<file path="config.mk">
export PLATFORM = sky130hd
export DESIGN_NAME = cmd_parse
export DESIGN_NICKNAME = d
export VERILOG_FILES = /design/src/rtl/cmd_parse_pkg.sv /design/src/rtl/crc16_serial.sv /design/src/rtl/cmd_parse.sv
export SDC_FILE = /design/constraint.sdc
export NUM_CORES = 1
export LEC_CHECK = 0
export CELL_PAD_IN_SITES_DETAIL_PLACEMENT = 0
export CELL_PAD_IN_SITES_GLOBAL_PLACEMENT = 2
export CORE_MARGIN = 1
export CORE_UTILIZATION = 30
export CTS_BUF_LIST = sky130_fd_sc_hd__clkbuf_4 sky130_fd_sc_hd__clkbuf_8
export CTS_CLUSTER_SIZE = 16
export DETAILED_ROUTE_END_ITERATION = 10
export GPL_ROUTABILITY_DRIVEN = 0
export PLACE_DENSITY_LB_ADDON = 0.1
export SYNTH_ARGS = -nofsm -noshare
export SYNTH_HDL_FRONTEND = slang
export SYNTH_SLANG_ARGS = --single-unit
</file>
<file path="constraint.sdc">
create_clock -name DOUB_BLF -period 6.5 [get_ports DOUB_BLF]
set_input_delay 1.3 -clock DOUB_BLF [delete_from_list [all_inputs] [get_ports DOUB_BLF]]
set_output_delay 1.3 -clock DOUB_BLF [all_outputs]
set_load 0.005 [all_outputs]
</file>
<file path="src/rtl/cmd_parse_pkg.sv">
// Shared definitions for the command frame parser: opcodes, per-opcode length table,
// CRC constants and FSM state encoding.
package cmd_parse_pkg;

  localparam logic [7:0]  OP_SORT     = 8'h00;
  localparam logic [7:0]  OP_QUERY    = 8'h01;
  localparam logic [7:0]  OP_READ     = 8'h02;
  localparam logic [7:0]  OP_WRITE    = 8'h03;

  localparam logic [15:0] CRC_PRESET  = 16'hFFFF;
  localparam logic [15:0] CRC_RESIDUE = 16'h1D0F;
  localparam logic [15:0] CRC_POLY    = 16'h1021;

  typedef enum logic [2:0] {
    ST_IDLE,
    ST_HEAD,
    ST_BODY,
    ST_CHECK,
    ST_REPORT
  } state_t;

  typedef struct packed {
    logic       known;
    logic       var_len;
    logic [6:0] len;
    logic       mem;
  } cmd_info_t;

  // For variable-length opcodes, len is the minimum payload size.
  function automatic cmd_info_t cmd_info(input logic [7:0] op);
    cmd_info_t info;
    info = '{known: 1'b0, var_len: 1'b0, len: 7'd0, mem: 1'b0};
    case (op)
      OP_SORT:  info = '{known: 1'b1, var_len: 1'b1, len: 7'd16, mem: 1'b0};
      OP_QUERY: info = '{known: 1'b1, var_len: 1'b0, len: 7'd16, mem: 1'b0};
      OP_READ:  info = '{known: 1'b1, var_len: 1'b0, len: 7'd32, mem: 1'b1};
      OP_WRITE: info = '{known: 1'b1, var_len: 1'b0, len: 7'd48, mem: 1'b1};
      default:  ;
    endcase
    return info;
  endfunction

endpackage

</file>
<file path="src/rtl/crc16_serial.sv">
// Bit-serial CRC-16/CCITT (poly 0x1021), MSB first. init presets the register and,
// when bit_vld is also high, folds that bit in on the same cycle.
module crc16_serial
  import cmd_parse_pkg::*;
(
  input  logic        clk,
  input  logic        rst,
  input  logic        init,
  input  logic        bit_vld,
  input  logic        bit_data,
  output logic [15:0] crc
);

  function automatic logic [15:0] crc_step(input logic [15:0] c, input logic b);
    return {c[14:0], 1'b0} ^ ((c[15] ^ b) ? CRC_POLY : 16'h0000);
  endfunction

  always_ff @(posedge clk or posedge rst) begin
    if (rst) begin
      crc <= 16'h0000;
    end else if (init) begin
      crc <= bit_vld ? crc_step(CRC_PRESET, bit_data) : CRC_PRESET;
    end else if (bit_vld) begin
      crc <= crc_step(crc, bit_data);
    end
  end

endmodule

</file>
<file path="src/rtl/cmd_parse.sv">
// Command frame parser: head / payload / CRC-16 assembly and frame check.
// Define CMD_CRC_CHECK_EN to include the CRC residue check.
//   state     | meaning
//   ST_IDLE   | waiting for the first bit of a frame
//   ST_HEAD   | shifting in the 8-bit opcode
//   ST_BODY   | shifting payload + CRC field
//   ST_CHECK  | one-cycle frame evaluation
//   ST_REPORT | result pulse is on the outputs
module cmd_parse
  import cmd_parse_pkg::*;
#(
  parameter int PAYLOAD_W = 64
) (
  input  logic                 DOUB_BLF,
  input  logic                 rst,
  input  logic                 dec_en,
  input  logic                 bit_vld,
  input  logic                 bit_data,
  input  logic                 frame_end,
  output logic                 new_cmd,
  output logic [7:0]           cmd_head,
  output logic [PAYLOAD_W-1:0] cmd_param,
  output logic [6:0]           param_len,
  output logic                 parse_done,
  output logic                 parse_err,
  output logic                 parse_iereq
);

  localparam int BODY_W = PAYLOAD_W + 16;

  state_t              r_state;
  logic [6:0]          r_head_sr;
  logic [2:0]          r_hcnt;
  logic [BODY_W-1:0]   r_body;
  logic [7:0]          r_bcnt;
  logic                r_ovf;

  cmd_info_t           w_info;
  logic [7:0]          w_need;
  logic                w_len_ok;
  logic                w_crc_ok;
  logic                w_pass;

`ifdef CMD_CRC_CHECK_EN
  logic [15:0] w_crc;
  logic        w_crc_init;
  logic        w_crc_vld;

  // Leaving dec_en low holds the CRC at its preset.
  assign w_crc_init = !dec_en || (r_state == ST_IDLE && bit_vld);
  assign w_crc_vld  = dec_en && bit_vld &&
                      (r_state == ST_IDLE || r_state == ST_HEAD || r_state == ST_BODY);

  crc16_serial u_crc (
    .clk      (DOUB_BLF),
    .rst      (rst),
    .init     (w_crc_init),
    .bit_vld  (w_crc_vld),
    .bit_data (bit_data),
    .crc      (w_crc)
  );

  assign w_crc_ok = (w_crc == CRC_RESIDUE);
`else
  assign w_crc_ok = 1'b1;
`endif

  // A frame that ended in HEAD has a body count of 0 and fails the length test.
  assign w_info   = cmd_info(cmd_head);
  assign w_need   = 8'd16 + {1'b0, w_info.len};
  assign w_len_ok = w_info.var_len ? (r_bcnt >= w_need) : (r_bcnt == w_need);
  assign w_pass   = (r_bcnt >= 8'd16) && w_info.known && w_len_ok && !r_ovf && w_crc_ok;

  always_ff @(posedge DOUB_BLF or posedge rst) begin
    if (rst) begin
      r_state     <= ST_IDLE;
      r_head_sr   <= '0;
      r_hcnt      <= '0;
      r_body      <= '0;
      r_bcnt      <= '0;
      r_ovf       <= 1'b0;
      new_cmd     <= 1'b0;
      cmd_head    <= '0;
      cmd_param   <= '0;
      param_len   <= '0;
      parse_done  <= 1'b0;
      parse_err   <= 1'b0;
      parse_iereq <= 1'b0;
    end else begin
      new_cmd     <= 1'b0;
      parse_done  <= 1'b0;
      parse_err   <= 1'b0;
      parse_iereq <= 1'b0;
      if (!dec_en) begin
        r_state <= ST_IDLE;
        r_hcnt  <= '0;
        r_bcnt  <= '0;
        r_ovf   <= 1'b0;
      end else begin
        case (r_state)
          ST_IDLE: begin
            if (bit_vld) begin
              r_state   <= ST_HEAD;
              r_head_sr <= {6'd0, bit_data};
              r_hcnt    <= 3'd1;
              r_body    <= '0;
              r_bcnt    <= '0;
              r_ovf     <= 1'b0;
              new_cmd   <= 1'b1;
            end
          end
          ST_HEAD: begin
            if (bit_vld) begin
              r_head_sr <= {r_head_sr[5:0], bit_data};
              r_hcnt    <= r_hcnt + 3'd1;
              if (r_hcnt == 3'd7) begin
                cmd_head <= {r_head_sr, bit_data};
                r_state  <= ST_BODY;
              end
            end
            if (frame_end) r_state <= ST_CHECK;
          end
          ST_BODY: begin
            if (bit_vld) begin
              r_body <= {r_body[BODY_W-2:0], bit_data};
              if (r_bcnt != 8'hFF) r_bcnt <= r_bcnt + 8'd1;
              if (r_bcnt >= 8'(BODY_W)) r_ovf <= 1'b1;
            end
            if (frame_end) r_state <= ST_CHECK;
          end
          ST_CHECK: begin
            if (w_pass) begin
              cmd_param   <= r_body[BODY_W-1:16];
              param_len   <= 7'(r_bcnt - 8'd16);
              parse_done  <= 1'b1;
              parse_iereq <= w_info.mem;
            end else begin
              parse_err   <= 1'b1;
            end
            r_state <= ST_REPORT;
          end
          ST_REPORT: r_state <= ST_IDLE;
          default:   r_state <= ST_IDLE;
        endcase
      end
    end
  end

endmodule
</file>
==> impl_metrics.toml <==
[sta]
setup_viol = 0
worst-slew-pin-transition_ns = 1.06
layout_worst_path_cycle_share = 0.656
final_period_minus_worst_setup_slack_ns = 4.26
slew_violations = 0
hold_viol_final = 0
final.setup.tns_ns = 0
grt_setup_unrepaired = "no"
finClkSkew_ns = 0.0140
layout_setup_ws_ns = 2.24
timing.max_slew.rel_slack = 0.296
fmax_mhz = 235

[routing]
vias_per_cell = 4.49
dr_total_vias = 4798
post_route_drc = 0
routed_wl_um = 15300
met3_wire_len_um = 490
met2RoutedLength_um = 7290
wl_per_cell_um = 14.3
drt_iter0_drc = 234
drtAntennaViolNets = 0
uppermost_metal_layer_occupied_by_signal_nets = "met4"
drt-pass1-iter-count = 4
routedLengthMet1_um = 7380

[clocking]
postCtsHoldBufs = 0
cts_root_buf = "sky130_fd_sc_hd__clkbuf_8"
clk_pin_slew_worst_paths_ns = 0.10
cts_buffers = 17
htree_levels = 4
cts-resized-gates = 0
cts_tree = "done"
clock_path_buffers = 2
post_cts.repair.setup_buffers = 0
tritoncts_num_sinks = 185
worstSkewPairLatency_ns = 0.45

[setup_path]
critical_path.max_fanout = 71
critical_path_class = "reg -> reg"
crit_required_ns = 6.83
crit_slowest_cell = "sky130_fd_sc_hd__buf_4"
cp_max_stage_delay_ns = 0.81
setup.worst_path.end_class = "flop"
cp_data_arrival_time_ns = 4.59
worst_setup_start_kind = "flop"
ff2ff_setup_slack_ns = 2.24
path_cells = "or4_1 -> nor3_2 -> o21ai_0 -> inv_1 -> ha_1 -> inv_1 -> ha_1 -> nand4b_1 -> nor4b_1 -> a31oi_1 -> nor3_4 -> buf_4 -> mux2_2"

[min_path]
hold_path_class = "reg -> reg"

[yosys]
synth.area.top_cells = "sky130_fd_sc_hd__dfrtp_1, sky130_fd_sc_hd__mux2_1, sky130_fd_sc_hd__nand2_1, sky130_fd_sc_hd__o21ai_0, sky130_fd_sc_hd__mux2_2"
synthDominantAreaCellType = "sky130_fd_sc_hd__dfrtp_1"
yosys-top-cells-count = "sky130_fd_sc_hd__dfrtp_1, sky130_fd_sc_hd__nand2_1, sky130_fd_sc_hd__o21ai_0"
mappedNetlistArea_mm2 = 0.00749
postSynthNetCount = 678
yosysTopAreaCellShare = 0.618
seq_area_frac_synth = 0.618
yosysWarningCount = 0
synth-edff-count = 0
number_of_instances_in_the_synthesized_netlist = 661
synthMostInstantiatedCell = "sky130_fd_sc_hd__dfrtp_1"
number_of_unique_standard_cell_types_used_by_synthesis = 40
synth_flop_cell = "sky130_fd_sc_hd__dfrtp_1"
async_flop_share = 1.00
yosys_register_bits = 185
syn-mean-instance-area_um2 = 11.3

[global_routing]
gr-total-overflow = 0
grt_use_total = 0.129
wire_length_of_the_first_global_routing_pass_um = 26600
grt_max_degree = 162
first_global_vias = 4989
grt_antenna_before_repair = 0

[die]
floorplan.core_area_mm2 = 0.0244
io_pins = 89
floorplan.initialDensity = 0.307
num_rows = 57
die_w_um = 160
dieArea_mm2 = 0.0256
die_height_um = 160

[cells_and_area]
n_antenna_cell = 0
layout-area-overhead-vs-synth_pct = 20.7
final_core_utilization = 0.370
layout-drive-gt1-share = 0.0780
nFillCells = 2427
fin_nets = 749
area.sequential_mm2 = 0.00463
post-route-cell-area_mm2 = 0.00903
multiInputGateArea_mm2 = 0.00261

[run_status]
run_status = "finished clean"

[placement]
io_buffer_count = 88
dp_slack_ns = 2.13
postPlaceCellArea_mm2 = 0.00862
hpwl_um = 9040

[pwr]
leakage_uw = 0.00409
max-vdd-ir-drop_v = 0.000115
powerDensity_mw_per_mm2 = 227

[flow_run]
drv_cap = 0
per-stage QoR:
stage	hold WS [ns]	total power (µW)	cells
finish	0.490	2050	1068
global route	0.512	2150	1068
CTS	0.496	2090	1068
detailed placement	0.475	1270	1037
global placement	0.465	1270	1037
floorplan	0.444	1240	661
per-layer routing:
layer | track usage | up-vias
met3 | 0.0340 | 9
met1 | 0.173 | 2367
met4 | 0.0342 | 0
met5 | 0 | -
met2 | 0.207 | 65
li1 | - | 2357
cells in the final DEF (no fill, tap or decap), types with 3 or more instances in the layout:
cell type                           n
sky130_fd_sc_hd__inv_6              3
sky130_fd_sc_hd__a21oi_1            5
sky130_fd_sc_hd__nand2b_1           3
sky130_fd_sc_hd__clkdlybuf4s50_1   88
sky130_fd_sc_hd__a22o_1             6
sky130_fd_sc_hd__inv_1             13
sky130_fd_sc_hd__xor2_1             4
sky130_fd_sc_hd__mux2_2            20
sky130_fd_sc_hd__mux2_1            59
sky130_fd_sc_hd__nor2b_1            4
sky130_fd_sc_hd__clkinv_4           3
sky130_fd_sc_hd__nand3_1            6
sky130_fd_sc_hd__nor2_1            12
sky130_fd_sc_hd__ha_1              11
sky130_fd_sc_hd__and3_1             3
sky130_fd_sc_hd__o21ai_0           88
sky130_fd_sc_hd__bufinv_16          3
sky130_fd_sc_hd__nand4_1            6
sky130_fd_sc_hd__dfrtp_1          184
sky130_fd_sc_hd__clkbuf_8          18
sky130_fd_sc_hd__nand2_1          170
worst paths after layout:
path                                   from             to  cells after the start
worst max-delay path            cmd_head[5]  cmd_param[63]                     13
worst min-delay path              r_body[6]      r_body[6]                      2
worst max register to register  cmd_head[5]  cmd_param[63]                     13
worst min register to register    r_body[6]      r_body[6]                      2
max in group asynchronous               rst     r_state[1]                      3
min in group asynchronous               rst   cmd_param[2]                      2
final cells by class:
| cell class | count | share of cell area |
|---|---|---|
| Clock buffer | 18 | 0.0274 |
| Clock inverter | 13 | 0.0186 |
| Inverter | 14 | 0.00665 |
| Multi-Input combinational cell | 423 | 0.288 |
| Sequential cell | 185 | 0.513 |
| Tap cell | 324 | 0.0449 |
| Timing Repair Buffer | 91 | 0.101 |
state kept, by name, summed over array words and instances, names as in the netlist, 3 cells and up:
signal,cells
r_bcnt,8
param_len,7
r_body,80
r_hcnt,3
r_state,3
cmd_param,64
r_head_sr,7
cmd_head,8
worst max-delay path, delay by kind of cell, from the launching register on:
family	cells	cell delay (ns)
AND/OR/NAND/NOR	5	1.51
flip-flops	1	0.40
AO/OA/AOI/OAI	2	0.38
buffers and inverters	3	0.94
multiplexers	1	0.42
adder cells (fa/ha/maj)	2	0.43
power breakdown:
group | leakage, µW | switching (µW) | internal [µW]
Combinational | 0.00132 | 50.8 | 14.5
Sequential | 0.00257 | 18.8 | 1160
Clock | 0.000206 | 416 | 393
kinds of logic (layout without fill, tap and decap cells):
kind of cell | after synthesis | after routing | share of synthesized area
buffers and inverters | 53 | 136 | 0.0336
adder cells (fa/ha/maj) | 11 | 11 | 0.0184
flip-flops | 185 | 185 | 0.618
multiplexers | 80 | 80 | 0.120
AND/OR/NAND/NOR | 217 | 217 | 0.123
XOR/XNOR | 6 | 6 | 0.00702
AO/OA/AOI/OAI | 109 | 109 | 0.0794
(Power assumes the default switching activity.)
